===== config.mk =====
export PLATFORM = sky130hd
export DESIGN_NAME = seq_detect_prog
export DESIGN_NICKNAME = d
export VERILOG_FILES = /design/src/rtl/seq_detect_prog.sv
export SDC_FILE = /design/constraint.sdc
export NUM_CORES = 1
export LEC_CHECK = 0
export CAP_MARGIN = 5
export CELL_PAD_IN_SITES_DETAIL_PLACEMENT = 0
export CELL_PAD_IN_SITES_GLOBAL_PLACEMENT = 1
export CORE_MARGIN = 5
export CORE_UTILIZATION = 41
export CTS_CLUSTER_SIZE = 8
export DETAILED_ROUTE_END_ITERATION = 12
export HOLD_SLACK_MARGIN = 0.06
export PLACE_DENSITY = 0.88
export REMOVE_ABC_BUFFERS = 1
export SETUP_SLACK_MARGIN = 0.02
export SYNTH_ARGS = -nofsm -noshare
export SYNTH_HDL_FRONTEND = slang
export SYNTH_SLANG_ARGS = --single-unit
export TNS_END_PERCENT = 50

===== constraint.sdc =====
create_clock -name clk -period 2.6 [get_ports clk]
set_input_delay 0.26 -clock clk [delete_from_list [all_inputs] [get_ports clk]]
set_output_delay 0.26 -clock clk [all_outputs]
set_load 0.02 [all_outputs]

===== src/rtl/seq_detect_prog.sv =====
// Runtime-programmable serial pattern detector.
// Pattern length is 1..MAX_LEN bits, with overlap or non-overlap matching. It gives a
// Mealy match pulse, a registered copy of that pulse, and a saturating match counter.
module seq_detect_prog #(
  parameter int unsigned           MAX_LEN = 8,
  parameter int unsigned           LEN_W   = 4,
  parameter int unsigned           CNT_W   = 8,
  parameter logic [MAX_LEN-1:0]    DEF_PAT = 'h0D,
  parameter int unsigned           DEF_LEN = 4,
  parameter bit                    DEF_OVL = 1'b1
) (
  input  logic               clk,
  input  logic               rst_n,
  input  logic               en,
  input  logic               din,
  input  logic               cfg_load,
  input  logic [MAX_LEN-1:0] cfg_pat,
  input  logic [LEN_W-1:0]   cfg_len,
  input  logic               cfg_ovl,
  input  logic               cnt_clr,
  output logic               y,
  output logic               y_q,
  output logic [CNT_W-1:0]   match_cnt,
  output logic               cfg_err
);

  typedef enum logic {StRun, StErr} state_e;

  state_e               state_q;
  logic [MAX_LEN-1:0]   pat_q;
  logic [LEN_W-1:0]     len_q;
  logic                 ovl_q;
  // Prior accepted bits, newest at bit 0.
  logic [MAX_LEN-2:0]   hist_q;
  // Accepted-bit count, saturating at MAX_LEN.
  logic [LEN_W-1:0]     fill_q;

  logic [MAX_LEN-1:0]   window;
  logic [MAX_LEN-1:0]   mask;
  logic                 accept;
  logic                 fill_ok;
  logic                 match;
  logic                 len_valid;
  logic [LEN_W-1:0]     fill_inc;

  // Match decode: compare the low len bits of {hist, din} against the active pattern.
  always_comb begin
    window = {hist_q, din};
    mask   = '0;
    for (int unsigned i = 0; i < MAX_LEN; i++) begin
      mask[i] = (32'(len_q) > i);
    end
    accept    = (state_q == StRun) && en && !cfg_load;
    fill_ok   = (32'(fill_q) + 32'd1) >= 32'(len_q);
    // rst_n gating keeps y low for the whole reset window.
    match     = rst_n && accept && fill_ok && (((window ^ pat_q) & mask) == '0);
    y         = match;
    cfg_err   = (state_q == StErr);
    len_valid = (cfg_len != '0) && (32'(cfg_len) <= MAX_LEN);
    fill_inc  = (32'(fill_q) >= MAX_LEN) ? fill_q : fill_q + 1'b1;
  end

  // Config/FSM, history, registered match and counter state.
  always_ff @(posedge clk or negedge rst_n) begin
    if (!rst_n) begin
      state_q   <= StRun;
      pat_q     <= DEF_PAT;
      len_q     <= LEN_W'(DEF_LEN);
      ovl_q     <= DEF_OVL;
      hist_q    <= '0;
      fill_q    <= '0;
      y_q       <= 1'b0;
      match_cnt <= '0;
    end else begin
      y_q <= match;

      if (cnt_clr) begin
        match_cnt <= '0;
      end else if (match && (match_cnt != '1)) begin
        match_cnt <= match_cnt + 1'b1;
      end

      if (cfg_load) begin
        pat_q   <= cfg_pat;
        len_q   <= cfg_len;
        ovl_q   <= cfg_ovl;
        hist_q  <= '0;
        fill_q  <= '0;
        state_q <= len_valid ? StRun : StErr;
      end else if (accept) begin
        if (match && !ovl_q) begin
          // Non-overlap: the next match must be built from len fresh bits.
          hist_q <= '0;
          fill_q <= '0;
        end else begin
          hist_q <= window[MAX_LEN-2:0];
          fill_q <= fill_inc;
        end
      end
    end
  end

endmodule


==> results <==
- After global routing, the most crowded layer is met2.
- The number of violations of the max-capacitance limit is 0.
- The gate count of the mapped netlist is 182.
- After floorplanning, the core was divided into 24 placement rows.
- The commonest register cell after synthesis is sky130_fd_sc_hd__dfrtp_1.
- The final instance area is approximately 2300 um2.
- The peak fanout along the critical path is 7.
- The path class of the tightest hold or removal check is in -> async.
- The max-slew violation total from the final report was 0.
- The routed wire length is roughly 3900 um.
- Of the cells placed in the final design, the portion with a size suffix greater than 1 is 15.35%.
- Data on the critical path is required at its endpoint by around 2.3 ns.
- The post-detailed-route count of antenna-violating nets is 0.
- In this run, synthesis produced a sequential element count of 34.
- The met1 layer usage reported by global route is a little under 20%.
- Global routing finished with a remaining overflow of 0.
- The filler cells instantiated in the layout total 388.
- For this design the static power due to leakage is between 0.9 and 1 nW.
- Once the floorplan was initialized, standard cells occupied ~42% of the core.
- The share of the synthesized area in the top cell type is between 30 and 40%.
- Setup violations remaining at the end of the flow were counted as 0.
- Measured along the y axis, the die boundary spans roughly 77 um.
- The post-synthesis sequential area ratio is between 40% and 50%.
- The number of DRC markers after the initial detailed-route iteration is about 120.
- The via count is 1,466.
- sky130_fd_sc_hd__dfrtp_1 takes more of the synthesized area than any other cell.
- Dividing the final minimum period by the clock period gives between 90 and 100%.
- The detailed placement HPWL is roughly 2700 um.
- The number of port buffers is 29.
- In the global route stage, met2 resource usage came out at just over 20%.
- The CTS tree is yes.
- The count of synthesis-stage warnings from yosys is 0.
- The met3 track utilization from global routing is 4.801%.
- The final routed DRC violation total is 0.
- The cell area after placement is roughly 2200 um2.
- Data arrives at the worst endpoint at between 2 and 2.5 ns.
- The count of antenna diodes in the layout is 0.
- Clock-pin slew was measured on the worst setup and hold paths at 0.07 ns.
- The measured slew at the worst slew-check pin is about 0.69 ns.
- Each instance of the synthesized netlist takes up on average 10.06 um2.
- The worst relative slew slack is a little over half.
- Ranked by instance count, the synthesized netlist is headed by sky130_fd_sc_hd__dfrtp_1 (29), sky130_fd_sc_hd__a21oi_1 (17), sky130_fd_sc_hd__nand2_1 (12).
- Sorting the synthesized cells by area gives the leading types as sky130_fd_sc_hd__dfrtp_1 (40%), sky130_fd_sc_hd__dfstp_2 (7.2%), sky130_fd_sc_hd__mux2_2 (6.8%).
- The worst setup path is launched from a flip-flop.
- The number of buffers between clock root and the deepest sink is 2.
- The tree is rooted in a sky130_fd_sc_hd__clkbuf_8.
- In this run, placement finished with an instance count of around 260.
- Entering global routing, the biggest net connects 35 pins.
- The first detailed-routing pass ran for 4 iterations.
- For this run, asynchronously set or reset flops after synthesis account for between 90% and 100%.
- The critical path class is reg -> out.
- From synthesis to final layout, the design area changed by 24.66%.
- The die area is just under 6000 um2.
- Hold is met by about 0.42 ns.
- The first global-routing pass estimated between 6000 and 7000 um of wire.
- The insertion delay of the later-clocked pin in the worst-skew pair is approximately 0.29 ns.
- The total number of nets in the final design is 240.
- The congestion estimate from routability-driven global placement came to 0.7901.
- The number of clock buffers added by TritonCTS is 5.
- The wire length per cell is between 10 and 15 um.
- The number of distinct standard cells referenced by the synthesized netlist is 40.
- Measured along the x axis, the die boundary spans around 77 um.
- The number of global-route vias before repair is roughly 1,400.
- The upper clock frequency limit is approximately 410 MHz.
- Across the VDD grid, the largest voltage drop is about 0.00024 V.
- Summing every instance area after synthesis gives 1832 um2.
- The overall global routing resource usage is between 10% and 20%.
- The sink count of the clock tree is 34.
- The number of top-level pins is 30.
- The H-tree was split into 2 levels.
- The shortest clock period the worst path allows after layout is about 2.5 ns.
- After clock tree synthesis, the flow added hold-fix buffers numbering 0.
- The final hold violation count is 0.
- Setup repair after global routing could not meet its margin everywhere.
- STA classifies the critical path endpoint as an output port.
- The synthesized design contains 0 enable-type register cells.
- The mean number of vias per cell is around 5.5.
- The total power per unit cell area is roughly 500 nW/um2.
- The number of antenna violations at the first check in global routing was 0.
- The flow ran to the end, and the final reports show no timing, DRC or antenna violations.
- The placeable core area is between 4000 and 5000 um2.
- Leaving out filler cells and counting taps, the final layout contains around 270.
- For the final database, setup skew stands at approximately 0.0041 ns.
- Yosys instantiated no cell more often than sky130_fd_sc_hd__dfrtp_1.
- The accumulated negative setup slack is 0 ns.
==> flip-flops by register name (all words and copies together), names as in the netlist <==
register / flops
match_cnt: 8
pat_q: 8
hist_q: 7
fill_q: 4
len_q: 4
cfg_err: 1
ovl_q: 1
y_q: 1
==> worst max-delay path, stage by stage (launching register included) <==
cell                              delay (ns)
sky130_fd_sc_hd__dfrtp_2                0.44
sky130_fd_sc_hd__ha_1                   0.24
sky130_fd_sc_hd__xor2_1                 0.15
sky130_fd_sc_hd__ha_1                   0.27
sky130_fd_sc_hd__o21ai_0                0.08
sky130_fd_sc_hd__o21ai_1                0.15
sky130_fd_sc_hd__nand3_2                0.16
sky130_fd_sc_hd__inv_1                  0.11
sky130_fd_sc_hd__clkdlybuf4s15_1        0.31
==> per-stage QoR <==
step | setup slack [ns] | utilization, % | total power [mW]
after global placement | 0.1002 | 50.23 | 0.7444
after floorplan | 0.07905 | - | 0.6653
after global routing | 0.001376 | 52.44 | 1.207
final | 0.1362 | 52.44 | 1.141
after CTS | 0.04253 | 52.33 | 1.167
after detailed placement | 0.06649 | 50.23 | 0.7462
==> layout make-up <==
cell class | instances | area (um2) | area share, %
repair buffers | 35 | 339.1 | 14.85
clock buffers | 7 | 86.33 | 3.781
clock inverters | 1 | 5.005 | 0.2192
flip-flops and latches | 34 | 858.3 | 37.59
multi-input cells | 127 | 888.4 | 38.90
inverters | 11 | 41.29 | 1.808
well taps | 52 | 65.06 | 2.849
==> power by group <==
| part | internal, mW | switching [mW] |
|---|---|---|
| clock | 0.214 | 0.193 |
| sequential | 0.560 | 0.0287 |
| combinational | 0.0767 | 0.0695 |
==> worst paths after layout <==
check                                 startpoint                  endpoint  slack (ns)  depth (start not counted)
min in group clk           hist_q[6]$_DFFE_PN0P_     hist_q[6]$_DFFE_PN0P_        0.53                          2
max in group asynchronous                  rst_n      pat_q[0]$_DFFE_PN1P_        1.84                          2
min                                        rst_n      len_q[0]$_DFFE_PN0P_        0.42                          2
max reg2reg                fill_q[0]$_DFFE_PN0P_  match_cnt[4]$_DFFE_PN0P_        0.18                          9
min reg2reg                hist_q[6]$_DFFE_PN0P_     hist_q[6]$_DFFE_PN0P_        0.53                          2
max                        fill_q[0]$_DFFE_PN0P_                         y        0.14                          8
==> logic make-up (layout without fill, tap and decap cells) <==
| family | Yosys count | after routing | share of synthesized area, % |
|---|---|---|---|
| AO/OA/AOI/OAI | 49 | 49 | 17.28 |
| AND/OR/NAND/NOR | 48 | 48 | 13.93 |
| flip-flops | 34 | 34 | 46.79 |
| buffers and inverters | 21 | 54 | 4.714 |
| XOR/XNOR | 12 | 12 | 5.738 |
| multiplexers | 11 | 11 | 6.762 |
| adder cells (fa/ha/maj) | 7 | 7 | 4.781 |
==> repair_timing <==
| action | 4_1_cts | 5_1_grt |
|---|---|---|
| gates resized for setup | 2 | 3 |
| pin swaps | 0 | 0 |
| buffers inserted | 0 | 0 |
| setup endpoints to repair | 1 | 2 |
| endpoints found under the hold margin | 0 | 0 |
| cloned | 0 | 0 |
==> layout by cell type (no fill, tap or decap), drive strengths merged, types with 3 or more instances in the layout <==
| cell | instances |
|---|---|
| nor3 | 5 |
| mux2 | 11 |
| o211ai | 7 |
| xnor2 | 3 |
| clkbuf | 7 |
| xor2 | 9 |
| a21oi | 17 |
| dfstp | 5 |
| and3 | 3 |
| nand3 | 5 |
| or3 | 4 |
| clkdlybuf4s50 | 28 |
| ha | 7 |
| nor2 | 8 |
| o21ai | 9 |
| buf | 6 |
| o31ai | 4 |
| dfrtp | 29 |
| inv | 11 |
| nor2b | 3 |
| nand2 | 12 |
==> per-layer routing <==
layer,vias to the layer above,part of all wire [%]
met4,0,1.3
met2,33,45
li1,714,-
met5,-,0
met1,714,49
met3,5,5.0
(Power assumes the default switching activity.)
